### config.mk
export PLATFORM = sky130hd
export DESIGN_NAME = period_meter
export DESIGN_NICKNAME = d
export VERILOG_FILES = /design/src/rtl/period_meter.sv
export SDC_FILE = /design/constraint.sdc
export NUM_CORES = 1
export LEC_CHECK = 0
export CELL_PAD_IN_SITES_DETAIL_PLACEMENT = 1
export CELL_PAD_IN_SITES_GLOBAL_PLACEMENT = 2
export CORE_MARGIN = 2
export CORE_UTILIZATION = 31
export CTS_CLUSTER_SIZE = 40
export DETAILED_ROUTE_END_ITERATION = 6
export HOLD_SLACK_MARGIN = 0.1
export PLACE_DENSITY = 0.82
export SYNTH_ARGS = -nofsm -noshare
export SYNTH_HDL_FRONTEND = slang
export SYNTH_SLANG_ARGS = --single-unit
### constraint.sdc
create_clock -name clock -period 3.6 [get_ports clock]
set_input_delay 0.36 -clock clock [delete_from_list [all_inputs] [get_ports clock]]
set_output_delay 0.36 -clock clock [all_outputs]
set_load 0.01 [all_outputs]
### src/rtl/period_meter.sv
// period_meter: measures the period and high time of an asynchronous square
// wave in clock cycles. A valid pulse marks each completed period; a sticky
// timeout flag reports a counter that saturated before the next rising edge.
module period_meter #(
  parameter int unsigned WIDTH = 28
) (
  input  logic             clock,
  input  logic             clear,
  input  logic             enable,
  input  logic             sig_in,
  output logic [WIDTH-1:0] period,
  output logic [WIDTH-1:0] high_time,
  output logic             valid,
  output logic             timeout
);

  typedef enum logic {
    ARMED   = 1'b0,
    MEASURE = 1'b1
  } state_t;

  localparam logic [WIDTH-1:0] CNT_MAX = '1;
  localparam logic [WIDTH-1:0] CNT_ONE = {{(WIDTH-1){1'b0}}, 1'b1};

  logic s1_q, s2_q, s3_q;
  logic rise, fall;

  state_t           state_q, state_d;
  logic [WIDTH-1:0] cnt_q, cnt_d;
  logic [WIDTH-1:0] high_cnt_q, high_cnt_d;
  logic [WIDTH-1:0] period_q, period_d;
  logic [WIDTH-1:0] high_time_q, high_time_d;
  logic             valid_q, valid_d;
  logic             timeout_q, timeout_d;

  // Two-flop synchronizer plus a history flop for edge detection; runs regardless of enable.
  always_ff @(posedge clock or posedge clear) begin
    if (clear) begin
      s1_q <= 1'b0;
      s2_q <= 1'b0;
      s3_q <= 1'b0;
    end else begin
      s1_q <= sig_in;
      s2_q <= s1_q;
      s3_q <= s2_q;
    end
  end

  assign rise = s2_q & ~s3_q;
  assign fall = ~s2_q & s3_q;

  // State, counter and output registers.
  always_ff @(posedge clock or posedge clear) begin
    if (clear) begin
      state_q     <= ARMED;
      cnt_q       <= '0;
      high_cnt_q  <= '0;
      period_q    <= '0;
      high_time_q <= '0;
      valid_q     <= 1'b0;
      timeout_q   <= 1'b0;
    end else begin
      state_q     <= state_d;
      cnt_q       <= cnt_d;
      high_cnt_q  <= high_cnt_d;
      period_q    <= period_d;
      high_time_q <= high_time_d;
      valid_q     <= valid_d;
      timeout_q   <= timeout_d;
    end
  end

  // Next-state logic: a rise beats saturation, and disable beats everything.
  always_comb begin
    state_d     = state_q;
    cnt_d       = cnt_q;
    high_cnt_d  = high_cnt_q;
    period_d    = period_q;
    high_time_d = high_time_q;
    valid_d     = 1'b0;
    timeout_d   = timeout_q;

    if (!enable) begin
      state_d    = ARMED;
      cnt_d      = '0;
      high_cnt_d = '0;
    end else begin
      case (state_q)
        ARMED: begin
          if (rise) begin
            cnt_d      = CNT_ONE;
            high_cnt_d = '0;
            state_d    = MEASURE;
          end
        end
        MEASURE: begin
          if (rise) begin
            period_d    = cnt_q;
            high_time_d = high_cnt_q;
            valid_d     = 1'b1;
            timeout_d   = 1'b0;
            cnt_d       = CNT_ONE;
            high_cnt_d  = '0;
          end else if (cnt_q == CNT_MAX) begin
            timeout_d  = 1'b1;
            state_d    = ARMED;
            cnt_d      = '0;
            high_cnt_d = '0;
          end else begin
            cnt_d = cnt_q + CNT_ONE;
            if (fall) begin
              high_cnt_d = cnt_q;
            end
          end
        end
        default: state_d = ARMED;
      endcase
    end
  end

  assign period    = period_q;
  assign high_time = high_time_q;
  assign valid     = valid_q;
  assign timeout   = timeout_q;

endmodule

# Word-level counts from Yosys, hierarchy flattened
# Cells that the tools add are included.
# Widths: inputs -> output; s select.
# totals
regBits,118
output_inout_bits,58
elab_cells,43
# op_classes
n_addsub,1
n_eq_ne,3
muxes,20
n_bitwise,5
n_reduce_logical,4
# ops
operator,n
$mux 28,9
$pmux 28 s2,2
$add 28x1->28 const B,1
$eq 28x28->1 const B,1
$mux 1,8
$reduce_and 3->1,2
$ne 5x4->1 const B,1
$ne 3x3->1 const B,1
$not 1->1,3
$and 1x1->1,2
$pmux 1 s2,1
$reduce_and 2->1,1
$reduce_bool 2->1,1

# Logic depth before layout (Yosys ltp)
# depth
ltp_word,7
mapped_depth,8

# Least setup slack after synthesis
# No wires, ideal clock.
# synth_timing
path_kind,register to register
from,register cnt_q[0]
to,register high_cnt_q[0]
setup_ns,0.121
arrival_time_ns,1.953
t_required_ns,3.479
path_slack_ns,1.526
path_stages_with_launch,9
n_path_buf,2
period_less_slack_ns,2.074
cell_sequence,dfrtp_1 > ha_1 > nand4_1 > nor2_1 > nand3_1 > and4_1 > buf_2 > buf_2 > a22o_1
# synth_between
elab_chain_cells,5
word_cells_on_any_way,8
cone_classes,2 x eq/ne; 5 x mux; 1 x reduce/logical
# synth_lines
element,line,text
"start, declared",29,"logic [WIDTH-1:0] cnt_q, cnt_d;"
"start signal, assigned",64,cnt_q <= cnt_d;
$eq 28x28->1 or $mux 28 (tied branches),"104, 111",
$mux 28,104,end else if (cnt_q == CNT_MAX) begin
$mux 28,97,if (rise) begin
$pmux 28 s2,88,case (state_q)
$mux 28,83,if (!enable) begin
"end signal, assigned",65,high_cnt_q <= high_cnt_d;
"end, declared",30,"logic [WIDTH-1:0] high_cnt_q, high_cnt_d;"
# Several ways; a longest one is shown, not always the timed one. The select of a mux whose other input is x is not followed.
# A chain may end at the register's enable or synchronous reset.

# Final worst setup path
# layout_timing
from,register cnt_q[0]
to,register high_cnt_q[26]
# layout_between
elab_chain_cells,5
word_cells_on_any_way,7
cone_classes,2 x eq/ne; 4 x mux; 1 x reduce/logical
# layout_lines
element,line
$eq 28x28->1 *,104
$mux 28,104
$mux 28,97
$pmux 28 s2,88
$mux 28,83
# Mark *: on every way between the ends. The rest lies on a longest branch, timed or not.

==> flow_summary.toml <==
[clock_network]
cts_buffers = 17
ctsHtreeMaxLevel = 4
cts_hold_buf = 0
cts_setup_buffers = 0
cts_resized = 0
cts_tree = "yes"
cts_max_path_buffers = 2
cts_sinks = 118
cts_root_buffer = "clkbuf_16"
clk_pin_slew_ns = 0.06
insertion_delay_ns = 0.42

[timing]
rsz0062_at_grt = "no"
fin_crit_sh_pct = 76.6
finalSetupTns_ns = 0
clock_skew_ns = 0.0138
drv_slew = 0
hold_viol = 0
fin_ws_ns = 0.843
holdWs_ns = 0.348
worst_pin_slew_ns = 1.07
fmaxAchievable_ghz = 0.363
post-route-min-period_ns = 2.76
slew_headroom_pct = 28.8
setup_viol = 0

[setup_path]
cp.buffers_inverters = 1
critPathMaxStageDelay_ns = 0.75
cp_top_family = "compound AO/OA/AOI/OAI gates"
crit_fanout = 16
cp.arrival_ns = 3.10
worstSetupEndpointType = "flip-flop"
cp-start-kind = "flip-flop"
crit_chain = "ha_1, nand4_1, nor2_1, and3_1, o41ai_4, buf_4, a22o_1"
cp_slowest_cell = "o41ai_4"
crit_type = "flip-flop to flip-flop"
cp.required_ns = 3.94

[route]
drc = 0
via_count = 3885
dr.pass1.iters = 4
drt_iter0_drc = 288
ant_nets = 0
wl_um = 13200
wl_per_cell_um = 16.8
routed_via_density = 4.96

[grt]
grt-ovfl-total = 0
antenna_found_initial = 0
grt_pass1_wl_um = 21600
grt_usage_pct = 16.6
grt_pass1_vias = 4072
grt_max_degree = 58

[flow_run]
max_cap_viol_count = 0

[die]
die_w_um = 130
die_area_mm2 = 0.0168
die_y_um = 130
core_mm2 = 0.0153
rows = 45
num_io_pins = 62
start_util_pct = 32.0

[yosys]
syn_area_per_cell_um2 = 9.78
seq_area_frac_synth_pct = 60.3
synthDominantCellAreaShare_pct = 60.3
synth_edf_count = 0
ys_async_sr_fraction_pct = 100
ys.flop_type = "dfrtp_1"
yosys.area.top_type = "dfrtp_1"
synth_most_common_cell = "nand2_1"
yosys-top-cells-area = "dfrtp_1 60%, nand2_1 14%, a22o_1 5.0%, a31oi_1 2.0%, nor2_1 1.8%"
synth_nets = 506
synthTopCellsByCount = "186 x nand2_1, 118 x dfrtp_1, 28 x a22o_1"
yosys_warnings = 0
syn_inst = 501
ys_seq_elements = 118
ys_types = 39
synth_area_mm2 = 0.00490

[placed_design]
place_ws_ns = 0.884
dp_hpwl_um = 8650
gp_congestion = 0.831
portBuffers = 61

[min_path]
hold_class = "flip-flop to flip-flop"

[layout]
drive_gt1_share_pct = 8.55
seq_area_mm2 = 0.00295
fin_nets = 565
n_fill_cell = 1750
synthToLayoutAreaGrowth_pct = 29.7
multiInputGateArea_mm2 = 0.00180
diodes = 0

[run_status]
status = "finished clean"

[power_and_ir_drop]
peakVddDrop_uv = 343
leakagePower_uw = 0.00298
powerDensity_mw_per_mm2 = 508
[cell families (layout without fill, tap and decap cells)]
family,after synthesis,after routing,share of synthesized area [%]
buffers and inverters,36,108,3.04
xor gates and xnor gates,12,12,2.15
AOI/OAI and AO/OA,60,60,10.1
muxes,1,1,0.204
DFF,118,118,60.3
and+or+nand+nor,273,273,24.0
adders and majority gates,1,1,0.255
[layer usage]
layer | GRT usage (%) | vias to the layer above | wire [µm]
met5 | 0 | - | 0
met2 | 26.3 | 83 | 6350
met1 | 22.4 | 1965 | 6110
li1 | - | 1823 | -
met3 | 3.44 | 14 | 508
met4 | 6.83 | 0 | 190
[power by group]
part	total (µW)	switching [µW]	internal, µW
Clock	1780	613	1170
Sequential	1340	9.24	1330
Combinational	107	80.7	26.7
[per-stage QoR]
stage          cell area [µm²]  util, %  total power (µW)  std cells
4_1_cts                   6360     41.5              3270        784
5_1_grt                   6360     41.5              3340        784
3_3_place_gp              5740     37.5              1470        752
2_1_floorplan             4900        -              1430        501
3_5_place_dp              5740     37.5              1480        752
6_report                  6360     41.5              3230        784
[area by class of cell]
class                           count  area share, %
Clock buffer                       18           6.91
Inverter                            6          0.394
Sequential cell                   118           46.4
Timing Repair Buffer               70           10.9
Clock inverter                     14           2.87
Multi-Input combinational cell    347           28.4
Tap cell                          211           4.15
[state kept, by name, summed over array words and instances, names as in the netlist]
name        count
valid           1
timeout         1
high_time      28
s3_q            1
s2_q            1
period         28
high_cnt_q     28
cnt_q          28
s1_q            1
state_q         1
[placed cells by master (no fill, tap or decap), types with 2 or more instances in the layout]
master / count
nor3_1: 9
nor4_1: 5
nor2b_1: 2
and3_1: 3
clkinvlp_4: 5
nand3_2: 2
nand2_1: 186
nand4_1: 13
or2_2: 2
o21ai_0: 2
or3_1: 2
clkbuf_16: 17
xnor2_1: 4
nand3b_1: 6
nor2_1: 23
clkinv_2: 5
xor2_1: 8
a22o_1: 28
a31oi_1: 16
inv_1: 4
nand3_1: 14
buf_4: 8
clkdlybuf4s50_1: 61
and4_1: 2
bufinv_16: 4
a311oi_1: 2
a21oi_1: 2
dfrtp_1: 118
a41oi_1: 2
o211ai_1: 2
[final timing paths]
check                                      from                          to  slack (ns)  cells past startpoint
max                        cnt_q[0]$_DFFE_PP0P_  high_cnt_q[26]$_DFFE_PP0P_        0.84                      7
min in group asynchronous                 clear   high_time[17]$_DFFE_PP0P_        0.41                      2
min reg2reg                      s1_q$_DFF_PP0_              s2_q$_DFF_PP0_        0.35                      0
min                              s1_q$_DFF_PP0_              s2_q$_DFF_PP0_        0.35                      0
max reg2reg                cnt_q[0]$_DFFE_PP0P_  high_cnt_q[26]$_DFFE_PP0P_        0.84                      7
max in group asynchronous                 clear       cnt_q[11]$_DFFE_PP0P_        2.45                      3
(Power assumes the default switching activity.)
